**src/rtl/nn_seq_pkg.sv**
```systemverilog
// Shared types and constants for the node/input index sequencer.
package nn_seq_pkg;
  typedef enum logic [1:0] {SEQ_IDLE, SEQ_RUN, SEQ_DRAIN, SEQ_DONE} seq_state_t;
  localparam int unsigned PIPE_LAT_W = 4;
endpackage

```
**src/rtl/node_input_sequencer_if.sv**
```systemverilog
// Control/config inputs and index/strobe outputs of the node/input sequencer.
interface node_input_sequencer_if #(
  parameter int unsigned IN_W   = 7,
  parameter int unsigned NODE_W = 5
);
  logic              start;
  logic              abort;
  logic              continuous;
  logic [IN_W-1:0]   max_input;
  logic [NODE_W-1:0] max_node;
  logic              coef_ready;
  logic              busy;
  logic              issue;
  logic [IN_W-1:0]   input_num;
  logic [NODE_W-1:0] node_num;
  logic              acc_clear;
  logic              acc_last;
  logic              done;

  modport master (
    output start, abort, continuous, max_input, max_node, coef_ready,
    input  busy, issue, input_num, node_num, acc_clear, acc_last, done
  );

  modport slave (
    input  start, abort, continuous, max_input, max_node, coef_ready,
    output busy, issue, input_num, node_num, acc_clear, acc_last, done
  );
endinterface

```
**src/rtl/wrap_counter.sv**
```systemverilog
// Up-counter that wraps to zero after reaching an inclusive maximum; clear has priority.
module wrap_counter #(
  parameter int unsigned W = 4
) (
  input  logic         clk,
  input  logic         rst,
  input  logic         clear,
  input  logic         enable,
  input  logic [W-1:0] max_val,
  output logic [W-1:0] count,
  output logic         wrap
);
  logic [W-1:0] count_q, count_d;

  assign wrap  = (count_q == max_val);
  assign count = count_q;

  always_comb begin
    count_d = count_q;
    if (clear) begin
      count_d = '0;
    end else if (enable) begin
      count_d = wrap ? '0 : count_q + W'(1);
    end
  end

  always_ff @(posedge clk or posedge rst) begin
    if (rst) begin
      count_q <= '0;
    end else begin
      count_q <= count_d;
    end
  end
endmodule

```
**src/rtl/node_input_sequencer.sv**
```systemverilog
// Walks (node, input) index pairs for the MAC pipeline, then drains PIPE_LAT cycles before done.
module node_input_sequencer
  import nn_seq_pkg::*;
#(
  parameter int unsigned IN_W     = 7,
  parameter int unsigned NODE_W   = 5,
  parameter int unsigned PIPE_LAT = 3
) (
  input logic                   clk,
  input logic                   rst,
  node_input_sequencer_if.slave bus
);
  seq_state_t            state_q, state_d;
  logic [PIPE_LAT_W-1:0] drain_q, drain_d;
  logic [IN_W-1:0]       max_input_q;
  logic [NODE_W-1:0]     max_node_q;
  logic                  continuous_q;

  logic              cfg_load;
  logic              cnt_clear;
  logic              issue;
  logic              input_wrap;
  logic              node_wrap;
  logic              pass_last;
  logic [IN_W-1:0]   input_num;
  logic [NODE_W-1:0] node_num;

  assign issue     = (state_q == SEQ_RUN) && bus.coef_ready;
  assign pass_last = issue && input_wrap && node_wrap;

  always_comb begin
    state_d   = state_q;
    drain_d   = drain_q;
    cfg_load  = 1'b0;
    cnt_clear = 1'b0;
    unique case (state_q)
      SEQ_IDLE: begin
        if (bus.start) begin
          state_d   = SEQ_RUN;
          cfg_load  = 1'b1;
          cnt_clear = 1'b1;
        end
      end
      SEQ_RUN: begin
        if (pass_last) begin
          state_d = SEQ_DRAIN;
          drain_d = '0;
        end
      end
      SEQ_DRAIN: begin
        if (drain_q == PIPE_LAT_W'(PIPE_LAT - 1)) begin
          state_d = SEQ_DONE;
        end else begin
          drain_d = drain_q + PIPE_LAT_W'(1);
        end
      end
      SEQ_DONE: begin
        if (continuous_q) begin
          state_d   = SEQ_RUN;
          cnt_clear = 1'b1;
        end else begin
          state_d = SEQ_IDLE;
        end
      end
      default: state_d = SEQ_IDLE;
    endcase
    // Abort outranks everything, including a start seen in the same cycle.
    if (bus.abort) begin
      state_d   = SEQ_IDLE;
      cfg_load  = 1'b0;
      cnt_clear = 1'b1;
    end
  end

  always_ff @(posedge clk or posedge rst) begin
    if (rst) begin
      state_q <= SEQ_IDLE;
      drain_q <= '0;
    end else begin
      state_q <= state_d;
      drain_q <= drain_d;
    end
  end

  always_ff @(posedge clk or posedge rst) begin
    if (rst) begin
      max_input_q  <= '0;
      max_node_q   <= '0;
      continuous_q <= 1'b0;
    end else if (cfg_load) begin
      max_input_q  <= bus.max_input;
      max_node_q   <= bus.max_node;
      continuous_q <= bus.continuous;
    end
  end

  wrap_counter #(
    .W (IN_W)
  ) u_input_cnt (
    .clk     (clk),
    .rst     (rst),
    .clear   (cnt_clear),
    .enable  (issue),
    .max_val (max_input_q),
    .count   (input_num),
    .wrap    (input_wrap)
  );

  // Node level steps on the same edge the input level wraps back to zero.
  wrap_counter #(
    .W (NODE_W)
  ) u_node_cnt (
    .clk     (clk),
    .rst     (rst),
    .clear   (cnt_clear),
    .enable  (issue && input_wrap),
    .max_val (max_node_q),
    .count   (node_num),
    .wrap    (node_wrap)
  );

  assign bus.busy      = (state_q == SEQ_RUN) || (state_q == SEQ_DRAIN);
  assign bus.issue     = issue;
  assign bus.input_num = input_num;
  assign bus.node_num  = node_num;
  assign bus.acc_clear = issue && (input_num == '0);
  assign bus.acc_last  = issue && (input_num == max_input_q);
  assign bus.done      = (state_q == SEQ_DONE);
endmodule

```
**src/flat_wrapper.sv**
```systemverilog
// flat-port wrapper written by rule: the top's interface ports become plain ports
module node_input_sequencer_flat import nn_seq_pkg::*;
#(
  parameter int unsigned IN_W     = 7,
  parameter int unsigned NODE_W   = 5,
  parameter int unsigned PIPE_LAT = 3
)
  (clk, rst, bus_start, bus_abort, bus_continuous, bus_max_input, bus_max_node, bus_coef_ready, bus_busy, bus_issue, bus_input_num, bus_node_num, bus_acc_clear, bus_acc_last, bus_done);
  node_input_sequencer_if #(.IN_W(IN_W), .NODE_W(NODE_W)) bus_i ();
  input logic clk;
  input logic rst;
  input wire logic [$bits(bus_i.start)-1:0] bus_start;
  input wire logic [$bits(bus_i.abort)-1:0] bus_abort;
  input wire logic [$bits(bus_i.continuous)-1:0] bus_continuous;
  input wire logic [$bits(bus_i.max_input)-1:0] bus_max_input;
  input wire logic [$bits(bus_i.max_node)-1:0] bus_max_node;
  input wire logic [$bits(bus_i.coef_ready)-1:0] bus_coef_ready;
  output wire logic [$bits(bus_i.busy)-1:0] bus_busy;
  output wire logic [$bits(bus_i.issue)-1:0] bus_issue;
  output wire logic [$bits(bus_i.input_num)-1:0] bus_input_num;
  output wire logic [$bits(bus_i.node_num)-1:0] bus_node_num;
  output wire logic [$bits(bus_i.acc_clear)-1:0] bus_acc_clear;
  output wire logic [$bits(bus_i.acc_last)-1:0] bus_acc_last;
  output wire logic [$bits(bus_i.done)-1:0] bus_done;
  assign bus_i.start = bus_start;
  assign bus_i.abort = bus_abort;
  assign bus_i.continuous = bus_continuous;
  assign bus_i.max_input = bus_max_input;
  assign bus_i.max_node = bus_max_node;
  assign bus_i.coef_ready = bus_coef_ready;
  assign bus_busy = bus_i.busy;
  assign bus_issue = bus_i.issue;
  assign bus_input_num = bus_i.input_num;
  assign bus_node_num = bus_i.node_num;
  assign bus_acc_clear = bus_i.acc_clear;
  assign bus_acc_last = bus_i.acc_last;
  assign bus_done = bus_i.done;
  node_input_sequencer #(.IN_W(IN_W), .NODE_W(NODE_W), .PIPE_LAT(PIPE_LAT)) u_core (.clk(clk), .rst(rst), .bus(bus_i));
endmodule
```
**config.mk**
```make
export PLATFORM = sky130hd
export DESIGN_NAME = node_input_sequencer_flat
export DESIGN_NICKNAME = d
export VERILOG_FILES = /design/src/rtl/nn_seq_pkg.sv /design/src/rtl/node_input_sequencer_if.sv /design/src/rtl/wrap_counter.sv /design/src/rtl/node_input_sequencer.sv /design/src/flat_wrapper.sv
export SDC_FILE = /design/constraint.sdc
export NUM_CORES = 1
export LEC_CHECK = 0
export BUFFER_PORTS_ARGS = -buffer_cell sky130_fd_sc_hd__buf_2
export CAP_MARGIN = 10
export CORE_MARGIN = 8
export CORE_UTILIZATION = 49
export CTS_BUF_LIST = sky130_fd_sc_hd__clkbuf_4 sky130_fd_sc_hd__clkbuf_8 sky130_fd_sc_hd__clkbuf_16
export CTS_CLUSTER_SIZE = 14
export DETAILED_ROUTE_END_ITERATION = 7
export PLACE_DENSITY = 0.74
export SYNTH_ARGS = -nofsm -noshare
export SYNTH_HDL_FRONTEND = slang
export SYNTH_SLANG_ARGS = --single-unit
```
**constraint.sdc**
```tcl
create_clock -name clk -period 2.15 [get_ports clk]
set_clock_uncertainty 0.05 [all_clocks]
set_input_delay 0.215 -clock clk [delete_from_list [all_inputs] [get_ports clk]]
set_output_delay 0.215 -clock clk [all_outputs]
set_load 0.02 [all_outputs]
```
==> parameters.txt, run 1 <==
Parameter                              Value

Status
  Run status    finished, violations left
  Failing checks    negative setup slack

Floorplan
  DIE AREA    0.005832 sq mm
  Boundary pin count    35
  Core Rows    22
  Chip width    76.37 microns
  Area of the core    0.003578 sq mm
  Effective utilization at floorplan    49.90%
  Vertical die dimension    76.37 microns

STA
  Final setup violation count    1
  Peak clock frequency supported by timing    460.6 MHz
  Hold Worst Slack    0.04713 ns
  Number of slew-limit violations in the final report    0
  Slew Limit Headroom    71.11%
  Time the final worst path needs with I/O delays and setup    2.171 ns
  Unrepaired setup endpoints after global routing    true
  Worst Tran Pin Value    0.4300 ns
  Period utilization    101.0%
  Hold Vio Cnt, Final    0
  Minimum setup slack in the final design    -0.02113 ns

Final layout
  Net count reported at finish    252
  Share of the core filled with cells in the final layout    61.68%
  Final standard cell count with taps included and fillers excluded    274
  Fraction of final layout cells with drive strength greater than 1    34.07%
  Final antenna diode count    0
  Signed area change from the synthesized netlist to the final layout    23.62%

Worst setup path
  Crit Path Category    reg2out
  CP required    1.88 ns
  Source of the critical timing path    u_core.u_input_cnt.count[3]
  Data arrival time at the worst-slack endpoint    1.91 ns
  End of the worst register-to-register path    u_core.drain_q[2]
  Largest stage delay, worst path    0.67 ns
  Worst reg2reg startpoint    u_core.u_input_cnt.count[0]
  Crit Path Max Fanout    6
  Worst reg-to-reg setup slack    0.13 ns
  Crit start category    flip-flop
  Crit path top cell by count    buf_4
  Ordered cell list for the critical path    buf_4 -> or4b_2 -> nor4_2 -> buf_4
  Count of cells along the worst register-to-register path    6
  Cell with the largest stage delay on the worst path    or4b_2
  End of the critical path    bus_acc_clear
  Cell family contributing the most delay on the critical path    simple AND/OR/NAND/NOR gates
  Critical Path End Type    output port
  Worst Path Buf+Inv    2
  Logic depth of the worst setup path including buffers    4

Clock tree
  Clock edge transition at the registers on the reported setup and hold paths    0.10 ns
  Number of clock sinks    31
  Clock buffers created by TritonCTS    5
  Clock tree from TritonCTS    done
  Clock tree root driver cell    clkbuf_4
  Maximum root-to-sink buffer count    2
  Clock network latency to the later pin of the worst-skew pair    0.34 ns
  Deepest level of the CTS H-tree    2

Logic synthesis
  Post-synth top flop    dfrtp_1
  Count of synthesis-stage warnings from yosys    0
  Count of flip-flops with a built-in enable after synthesis    0
  Top cell types by occurrence after synthesis    31 x dfrtp_1, 14 x nand2_1, 13 x inv_1, 13 x mux2_2, 13 x nor2_1
  Leading cell type by number of instances after synthesis    dfrtp_1
  Cell variety after synth    43
  Area leader, netlist    dfrtp_1
  Cells taking the most area after synthesis    dfrtp_1 43%, mux2_2 8.2%, ha_1 6.3%
  Fraction of the yosys area taken by sequential cells    43.45%
  Gate count after technology mapping    173
  Asr flop ratio synth    100.0%
  Flop and latch count out of synthesis    31
  Cell area after synthesis    0.001785 sq mm
  Post-Syn Area per Cell    10.32 sq um
  Synthesized net count    200
  Area fraction of the dominant cell type after synthesis    43.45%

Placed design
  Total instance count after detailed placement    262
  Port Buffers    34
  HPWL after DPL    2928 microns
  RePlAce Congestion    0.8814
  Placement-stage worst setup slack    0.1874 ns

Hold path
  Worst hold path class    in2reg
  Hold Startpoint    bus_continuous

Global route
  Global-route wire length before repair    6837 microns
  Via count of the first global-routing pass    1453
  Global routing usage summed across all routing layers    14.38%
  Overall overflow remaining after global route    0
  Initial antenna violation count    0
  Largest net degree at the start of global routing    32

Detailed routing
  Total length of routed wires    3853 microns
  Via-per-instance ratio    5.281
  DRC    0
  Remaining number of nets flagged by the antenna check after routing    0
  Post-detailed-route wirelength per cell    14.06 microns
  Vias after detailed routing    1447
  DR iter-0 viols    119
  Detailed-routing iteration count for the pre-antenna-repair pass    4

Power
  IR Drop Worst-Case VDD    0.5749 mV
  Standby leakage power    1.075 nW
  Power Dens Cells    1039 mW/mm^2

Run
  Maximum Capacitance Violations    0
[sequential cells by signal, summed over array words and instances, names as in the netlist]
signal	flops
u_core.drain_q	4
u_core.u_input_cnt.count	7
u_core.continuous_q	1
u_core.u_node_cnt.count	5
u_core.state_q	2
u_core.max_node_q	5
u_core.max_input_q	7
[per-stage QoR]
step | instance area (sq um) | power [mW] | TNS [ns]
6_report | 2207 | 2.293 | -0.02113
3_3_place_gp | 2096 | 1.890 | 0
4_1_cts | 2182 | 2.276 | -0.04236
2_1_floorplan | 1792 | 1.602 | 0
5_1_grt | 2207 | 2.473 | -0.1151
3_5_place_dp | 2096 | 1.905 | 0
[worst reg2reg max path: cells and delay by family, from the launching register on]
kind                   cells  cell delay [ns]
flip-flops                 1             0.41
AO/OA/AOI/OAI              2             0.58
buffers and inverters      1             0.16
AND/OR/NAND/NOR            2             0.54
XOR/XNOR                   1             0.20
[layout make-up]
class / instances / area (sq um)
flip-flops and latches: 31 / 778.2
repair buffers: 48 / 292.8
inverters: 14 / 52.55
well taps: 48 / 60.06
multi-input cells: 125 / 965.9
clock inverters: 1 / 5.005
fillers: 321 / 1371
clock buffers: 7 / 52.55
[where the power goes]
part / switching, mW / leakage (nW) / internal (mW) / total (mW)
Sequential: 0.137 / 0.398 / 0.744 / 0.880
Clock: 0.196 / 0.0361 / 0.152 / 0.348
Combinational: 0.575 / 0.640 / 0.489 / 1.06
Total: 0.908 / 1.08 / 1.39 / 2.29
[cell usage in the layout, fill, tap and decap left out, drive strengths merged, types with 2 or more instances in the layout]
cell | synthesis | final
buf | 3 | 47
dfrtp | 31 | 31
nand2 | 15 | 15
inv | 13 | 13
mux2 | 13 | 13
nor2 | 13 | 13
xor2 | 11 | 11
ha | 9 | 9
nand3 | 7 | 7
xnor2 | 7 | 7
clkbuf | 0 | 7
a21oi | 7 | 7
mux2i | 4 | 4
o2bb2ai | 3 | 3
o2111ai | 3 | 3
nand4 | 3 | 3
a21boi | 3 | 3
nor3 | 2 | 2
nand2b | 2 | 2
a211oi | 2 | 2
and2 | 2 | 2
and3 | 2 | 2
clkinv | 1 | 2
nor4 | 2 | 2
[worst min path at each step]
stage	end	depth (start not counted)
after floorplan	u_core.continuous_q	1
after global placement	u_core.max_input_q[5]	3
after detailed placement	u_core.u_input_cnt.count[5]	3
after CTS	u_core.max_node_q[2]	2
after global routing	u_core.max_input_q[3]	2
final	u_core.continuous_q	2
[timing repair]
action                                 in CTS  in global routing
hold buffers                                1                  0
gates resized for setup                     3                  3
endpoints found under the hold margin      31                  0
pin swaps                                   0                  1
setup buffers                               1                  2
setup endpoints to repair                   2                  4
[logic make-up after synthesis]
family	share of synthesized area, %
multiplexers	10.44
XOR/XNOR	8.830
buffers and inverters	3.714
AND/OR/NAND/NOR	15.63
AO/OA/AOI/OAI	11.63
flip-flops	43.45
adder cells (fa/ha/maj)	6.307
[layer usage]
metal  share of wire [%]  vias up  global-route usage (%)
li1                    -      717                       -
met1                  45      680                   16.54
met2                  46       40                   23.05
met3                 5.6       10                   5.071
met4                 2.6        0                   7.308
met5                   0        -                       0
Note: power is estimated with default switching activity, not from simulation.
==> inputs of run 2 (changes only) <==
BUFFER_PORTS_ARGS = default   (was -buffer_cell sky130_fd_sc_hd__buf_2)
CELL_PAD_IN_SITES_DETAIL_PLACEMENT = 0   (was default)
CELL_PAD_IN_SITES_GLOBAL_PLACEMENT = 1   (was default)
CORE_UTILIZATION = 35   (was 49)
DONT_BUFFER_PORTS = 1   (was default)
PLACE_DENSITY = 0.61   (was 0.74)
==> run 2 against run 1 <==
Net effect:
- the run now ends clean
- fmax is 7.4% higher
- non-clock buffer count is 20 lower
- utilization down 18 points
- clock power increased by 32%
- highest routed layer unchanged
- die area grew 31%
- critical path depth grew 3
- setup slack better by 0.15 ns
- first-iteration DRC count down 71%
- critical path type is now reg2reg
- via count shrank 4.5%
- register-to-register slack hardly changed
- total power grew 5.7%
==> parameters.txt, run 2 (synthesized netlist as in run 1, its figures left out) <==
Parameter                              Value

Hold path
  Worst hold path class    in2reg (unchanged)
  Worst hold stages    1 (was 2)
  Hold Startpoint    bus_continuous (unchanged)
  Hold Path End    u_core.continuous_q (unchanged)

STA
  Worst Tran Pin Value    0.4212 ns (was 0.4300 ns)
  Period utilization    94.00% (was 101.0%)
  Peak clock frequency supported by timing    494.8 MHz (was 460.6 MHz)
  Final setup violation count    0 (was 1)
  Setup_tns    0 ns (was -0.02113 ns)
  Unrepaired setup endpoints after global routing    false (was true)
  Number of slew-limit violations in the final report    0 (unchanged)
  Time the final worst path needs with I/O delays and setup    2.021 ns (was 2.171 ns)
  Hold Vio Cnt, Final    0 (unchanged)
  Slew Limit Headroom    71.92% (was 71.11%)

Final layout
  Final standard cell count with taps included and fillers excluded    276 (was 274)
  Share of the core filled with cells in the final layout    43.68% (was 61.68%)
  Final antenna diode count    0 (unchanged)
  Fraction of final layout cells with drive strength greater than 1    25.73% (was 34.07%)
  Most used cells in the layout excluding fill and tap cells    31 x dfrtp_1, 27 x buf_4, 14 x nand2_1 (was 33 x buf_2, 29 x dfrtp_1, 14 x nand2_1)
  Net count reported at finish    232 (was 252)
  Signed area change from the synthesized netlist to the final layout    22.56% (was 23.62%)
  Final-layout fill cell count    519 (was 321)
  Leading cell type in the layout, fill and taps excluded    dfrtp_1 (was buf_2)

Placed design
  HPWL after DPL    3426 microns (was 2928 microns)
  RePlAce Congestion    0.7644 (was 0.8814)
  Total instance count after detailed placement    266 (was 262)
  Port Buffers    0 (was 34)

Detailed routing
  Post-detailed-route wirelength per cell    15.86 microns (was 14.06 microns)
  Remaining number of nets flagged by the antenna check after routing    0 (unchanged)
  Via-per-instance ratio    5.007 (was 5.281)
  Vias after detailed routing    1382 (was 1447)
  DR iter-0 viols    34 (was 119)
  Detailed-routing iteration count for the pre-antenna-repair pass    4 (unchanged)
  Total length of routed wires    4377 microns (was 3853 microns)
  DRC    0 (unchanged)

Power
  Standby leakage power    1.003 nW (was 1.075 nW)
  IR Drop Worst-Case VDD    0.5796 mV (was 0.5749 mV)
  Post-layout total power    2.424 mW (was 2.293 mW)
  Power Dens Cells    1108 mW/mm^2 (was 1039 mW/mm^2)

Global route
  Global routing usage summed across all routing layers    12.46% (was 14.38%)
  Initial antenna violation count    0 (unchanged)
  Global-route wire length before repair    7341 microns (was 6837 microns)
  Overall overflow remaining after global route    0 (unchanged)
  Largest net degree at the start of global routing    32 (unchanged)
  Via count of the first global-routing pass    1446 (was 1453)

Clock tree
  Clock tree from TritonCTS    done (unchanged)
  Clock buffers created by TritonCTS    5 (unchanged)
  Clock network latency to the later pin of the worst-skew pair    0.28 ns (was 0.34 ns)
  Maximum root-to-sink buffer count    2 (unchanged)
  Deepest level of the CTS H-tree    2 (unchanged)
  Clock tree root driver cell    clkbuf_8 (was clkbuf_4)
  Clock edge transition at the registers on the reported setup and hold paths    0.07 ns (was 0.10 ns)
  Number of clock sinks    31 (unchanged)

Worst setup path
  Crit Path Max Fanout    7 (was 6)
  Crit Path Category    reg2reg (was reg2out)
  Largest stage delay, worst path    0.43 ns (was 0.67 ns)
  Cell family contributing the most delay on the critical path    compound AO/OA/AOI/OAI gates (was simple AND/OR/NAND/NOR gates)
  Count of cells along the worst register-to-register path    7 (was 6)
  Worst reg2reg startpoint    u_core.state_q[1] (was u_core.u_input_cnt.count[0])
  Ordered cell list for the critical path    inv_1 -> ha_1 -> nand2_2 -> and4bb_1 -> nand4_2 -> a311o_1 -> a31o_1 (was buf_4 -> or4b_2 -> nor4_2 -> buf_4)
  Cell with the largest stage delay on the worst path    dfrtp_1 (was or4b_2)
  Crit start category    flip-flop (unchanged)
  Critical Path End Type    flip-flop (was output port)
  Worst reg-to-reg setup slack    0.13 ns (about the same)
  CP required    2.28 ns (was 1.88 ns)
  Worst Path Buf+Inv    1 (was 2)
  Data arrival time at the worst-slack endpoint    2.15 ns (was 1.91 ns)
  End of the worst register-to-register path    u_core.drain_q[2] (unchanged)

Floorplan
  Core Rows    26 (was 22)
  Area of the core    0.005010 sq mm (was 0.003578 sq mm)
  DIE AREA    0.007643 sq mm (was 0.005832 sq mm)
  Boundary pin count    35 (unchanged)
  Vertical die dimension    87.43 microns (was 76.37 microns)
  Effective utilization at floorplan    35.64% (was 49.90%)
  Chip width    87.43 microns (was 76.37 microns)

Run
  Maximum Capacitance Violations    0 (unchanged)

Status
  Run status    completed (was finished, violations left)
==> run 2: cell count changes in the layout (fill, tap and decap cells not counted), sizes merged <==
cell  previous run  this run
buf             47        27
==> run 2: through the flow <==
step | setup WS [ns] | hold slack, ns | area [sq um]
floorplan | 0.08400 | 0.2685 | 1792
global placement | 0.2061 | 0.1698 | 2061
detailed placement | 0.1338 | 0.1652 | 2061
CTS | 0.02998 | 0.02202 | 2160
global route | 0.02389 | 0.01490 | 2188
finish | 0.1290 | 0.02835 | 2188
==> run 2: final cells by class <==
type                       instances  area (sq um)  area share (%)
clock buffer                       7         83.83           3.831
tap                               70         87.58           4.002
sequential                        31         775.7           35.45
inverter                          14         52.55           2.401
clock inverter                     1         5.005          0.2287
multi-input combinational        125         970.9           44.37
timing repair buffer              28         212.7           9.720
==> run 2: per-layer routing <==
layer | routed length [microns] | share of wire [%] | vias to the layer above | track usage (%)
li1 | - | - | 671 | -
met1 | 1784 | 41 | 684 | 13.27
met2 | 2279 | 52 | 22 | 21.90
met3 | 264 | 6.0 | 5 | 5.000
met4 | 48 | 1.1 | 0 | 3.750
met5 | 0 | 0 | - | 0
==> run 2: worst max path at each step <==
stage | start | endpoint | slack, ns | cells past startpoint
global route | u_core.state_q[1] | u_core.drain_q[2] | 0.02 | 7
finish | u_core.state_q[1] | u_core.drain_q[2] | 0.13 | 7
detailed placement | u_core.state_q[1] | u_core.drain_q[2] | 0.13 | 7
CTS | u_core.u_input_cnt.count[4] | bus_acc_clear | 0.03 | 4
floorplan | u_core.u_input_cnt.count[2] | u_core.u_node_cnt.count[4] | 0.08 | 6
global placement | u_core.state_q[1] | u_core.drain_q[2] | 0.21 | 7
==> run 2: power by group <==
| part | total (mW) | internal (mW) | switching, mW |
|---|---|---|---|
| Combinational | 1.09 | 0.495 | 0.597 |
| Sequential | 0.874 | 0.745 | 0.129 |
| Clock | 0.458 | 0.252 | 0.206 |
==> run 2: timing repair <==
item / in CTS / in global routing
hold buffers: 1 / 0
setup buffers: 0 / 1
gates resized for setup: 0 / 3
setup endpoints to repair: 0 / 2
hold endpoints to repair: 31 / 0
==> inputs of run 3 (changes only) <==
PLACE_DENSITY = 0.7   (was 0.61)
==> run 3 against run 2 <==
Net effect:
- fmax grew 1.6%
- critical path type is now reg2out
- register-to-register slack better by 0.03 ns
- design area fell by 0.51%
- critical endpoint is now bus_acc_last
==> parameters.txt, run 3 (synthesized netlist as in run 1, its figures left out) <==
Parameter                              Value

Clock tree
  Maximum root-to-sink buffer count    2 (unchanged)
  Number of clock sinks    31 (unchanged)
  Clock buffers created by TritonCTS    5 (unchanged)
  Deepest level of the CTS H-tree    2 (unchanged)
  Clock tree from TritonCTS    done (unchanged)
  Clock network latency to the later pin of the worst-skew pair    0.28 ns (about the same)
  Clock edge transition at the registers on the reported setup and hold paths    0.06 ns (was 0.07 ns)
  Clock tree root driver cell    clkbuf_8 (unchanged)

Power
  IR Drop Worst-Case VDD    0.4551 mV (was 0.5796 mV)
  Pint    1.471 mW (was 1.491 mW)
  Fraction of power consumed by combinational cells    44.4% (was 45.0%)
  Standby leakage power    0.9896 nW (was 1.003 nW)
  Switch share    38.94% (was 38.46%)
  Sequential group share of total power    36.2% (was 36.0%)
  Post-layout total power    2.409 mW (was 2.424 mW)
  Clock power share    19.3% (was 18.9%)
  Net switching component of the power    0.9381 mW (was 0.9322 mW)
  Power Dens Cells    1107 mW/mm^2 (was 1108 mW/mm^2)

Worst setup path
  CP required    1.88 ns (was 2.28 ns)
  Crit Path Category    reg2out (was reg2reg)
  Cell family contributing the most delay on the critical path    simple AND/OR/NAND/NOR gates (was compound AO/OA/AOI/OAI gates)
  Ordered cell list for the critical path    xnor2_1 -> nand4_1 -> nor4_4 -> buf_4 (was inv_1 -> ha_1 -> nand2_2 -> and4bb_1 -> nand4_2 -> a311o_1 -> a31o_1)
  Cell with the largest stage delay on the worst path    dfrtp_1 (unchanged)
  Crit start category    flip-flop (unchanged)
  Worst Path Buf+Inv    1 (unchanged)
  Worst reg-to-reg setup slack    0.16 ns (was 0.13 ns)
  Data arrival time at the worst-slack endpoint    1.72 ns (was 2.15 ns)
  Crit Path Max Fanout    6 (was 7)
  Critical Path End Type    output port (was flip-flop)
  Largest stage delay, worst path    0.44 ns (was 0.43 ns)
  Worst reg2reg startpoint    u_core.state_q[1] (unchanged)
  End of the worst register-to-register path    u_core.drain_q[2] (unchanged)
  Count of cells along the worst register-to-register path    7 (unchanged)

Detailed routing
  Detailed-routing iteration count for the pre-antenna-repair pass    4 (unchanged)
  Total length of routed wires    4301 microns (was 4377 microns)
  Post-detailed-route wirelength per cell    15.70 microns (was 15.86 microns)
  Via-per-instance ratio    5.026 (was 5.007)
  DRC    0 (unchanged)
  DR iter-0 viols    37 (was 34)
  Remaining number of nets flagged by the antenna check after routing    0 (unchanged)
  Vias after detailed routing    1377 (was 1382)

STA
  Hold Vio Cnt, Final    0 (unchanged)
  Final setup violation count    0 (unchanged)
  Slew Limit Headroom    72.15% (was 71.92%)
  Period utilization    92.49% (was 94.00%)
  Number of slew-limit violations in the final report    0 (unchanged)
  Unrepaired setup endpoints after global routing    false (unchanged)
  Setup_tns    0 ns (unchanged)
  Worst Tran Pin Value    0.4177 ns (was 0.4212 ns)
  Time the final worst path needs with I/O delays and setup    1.988 ns (was 2.021 ns)
  Peak clock frequency supported by timing    502.9 MHz (was 494.8 MHz)

Final layout
  Signed area change from the synthesized netlist to the final layout    21.93% (was 22.56%)
  Final-layout fill cell count    495 (was 519)
  Final antenna diode count    0 (unchanged)
  Net count reported at finish    230 (was 232)
  Fraction of final layout cells with drive strength greater than 1    25.49% (was 25.73%)
  Final standard cell count with taps included and fillers excluded    274 (was 276)
  Leading cell type in the layout, fill and taps excluded    dfrtp_1 (unchanged)
  Most used cells in the layout excluding fill and tap cells    31 x dfrtp_1, 25 x buf_4, 14 x nand2_1 (was 31 x dfrtp_1, 27 x buf_4, 14 x nand2_1)

Placed design
  HPWL after DPL    3317 microns (was 3426 microns)
  Total instance count after detailed placement    265 (was 266)
  Port Buffers    0 (unchanged)
  RePlAce Congestion    0.8291 (was 0.7644)

Floorplan
  Core Rows    26 (unchanged)
  Effective utilization at floorplan    35.64% (unchanged)
  DIE AREA    0.007643 sq mm (unchanged)
  Vertical die dimension    87.43 microns (unchanged)
  Chip width    87.43 microns (unchanged)
  Boundary pin count    35 (unchanged)
  Area of the core    0.005010 sq mm (unchanged)

Global route
  Largest net degree at the start of global routing    32 (unchanged)
  Global-route wire length before repair    7251 microns (was 7341 microns)
  Initial antenna violation count    0 (unchanged)
  Global routing usage summed across all routing layers    12.27% (was 12.46%)
  Overall overflow remaining after global route    0 (unchanged)
  Via count of the first global-routing pass    1469 (was 1446)

Status
  Run status    completed (unchanged)

Hold path
  Hold Startpoint    bus_max_input[2] (was bus_continuous)
  Hold Path End    u_core.max_input_q[2] (was u_core.continuous_q)
  Worst hold stages    1 (unchanged)
  Worst hold path class    in2reg (unchanged)

Run
  Maximum Capacitance Violations    0 (unchanged)
-- run 3: timing repair --
action / CTS / global route
endpoints found under the setup margin: 0 / 4
gates resized for setup: 0 / 4
setup buffers: 0 / 0
endpoints found under the hold margin: 31 / 0
hold buffers: 1 / 0
-- run 3: worst max-delay path by stage --
stage | from | endpoint | slack (ns) | cells after the start
after detailed placement | u_core.state_q[0] | u_core.u_node_cnt.count[2] | 0.15 | 8
after CTS | u_core.u_input_cnt.count[0] | bus_acc_clear | 0.06 | 5
final | u_core.u_input_cnt.count[3] | bus_acc_last | 0.16 | 4
after global routing | u_core.state_q[1] | u_core.drain_q[2] | 0.02 | 7
after global placement | u_core.state_q[1] | u_core.drain_q[2] | 0.22 | 7
after floorplan | u_core.u_input_cnt.count[2] | u_core.u_node_cnt.count[4] | 0.08 | 6
-- run 3: final cells by class --
class	count	area, sq um	share of cell area, %
clock buffers	7	83.83	3.851
well taps	70	87.58	4.023
multi-input cells	125	974.7	44.77
flip-flops and latches	31	775.7	35.63
repair buffers	26	197.7	9.080
clock inverters	1	5.005	0.2299
inverters	14	52.55	2.414
-- run 3: worst reg2reg max path, cell delays in order (launching register included) --
cell      delay, ns
dfrtp_1        0.43
inv_1          0.11
ha_1           0.19
nand2_2        0.07
and4bb_1       0.32
nand4_4        0.16
a311o_1        0.39
a31o_1         0.18
-- run 3: power by group through the flow --
stage | registers (mW) | logic (mW) | clock network [mW]
after floorplan | 0.873 | 0.729 | 0
after global routing | 0.898 | 1.18 | 0.504
final | 0.873 | 1.07 | 0.465
after detailed placement | 0.887 | 1.03 | 0
after CTS | 0.874 | 1.04 | 0.484
after global placement | 0.872 | 1.00 | 0
-- run 3: through the flow --
stage                     hold WS, ns  cell area [sq um]  utilization (%)  setup slack [ns]
after floorplan                0.2685               1792                -           0.08400
after global placement         0.1647               2053            40.98            0.2238
after detailed placement       0.1673               2053            40.98            0.1539
after CTS                     0.02247               2152            42.96           0.06187
after global routing          0.02388               2177            43.46           0.02339
final                         0.03173               2177            43.46            0.1615
-- run 3: routing by layer --
metal  global-route usage [%]  vias up  share of wire, %  routed length [microns]
li1                         -      667                 -                        -
met1                    14.08      678                42                     1789
met2                    20.04       30                49                     2110
met3                    5.566        2               8.9                      382
met4                    3.281        0              0.44                       19
met5                        0        -                 0                        0
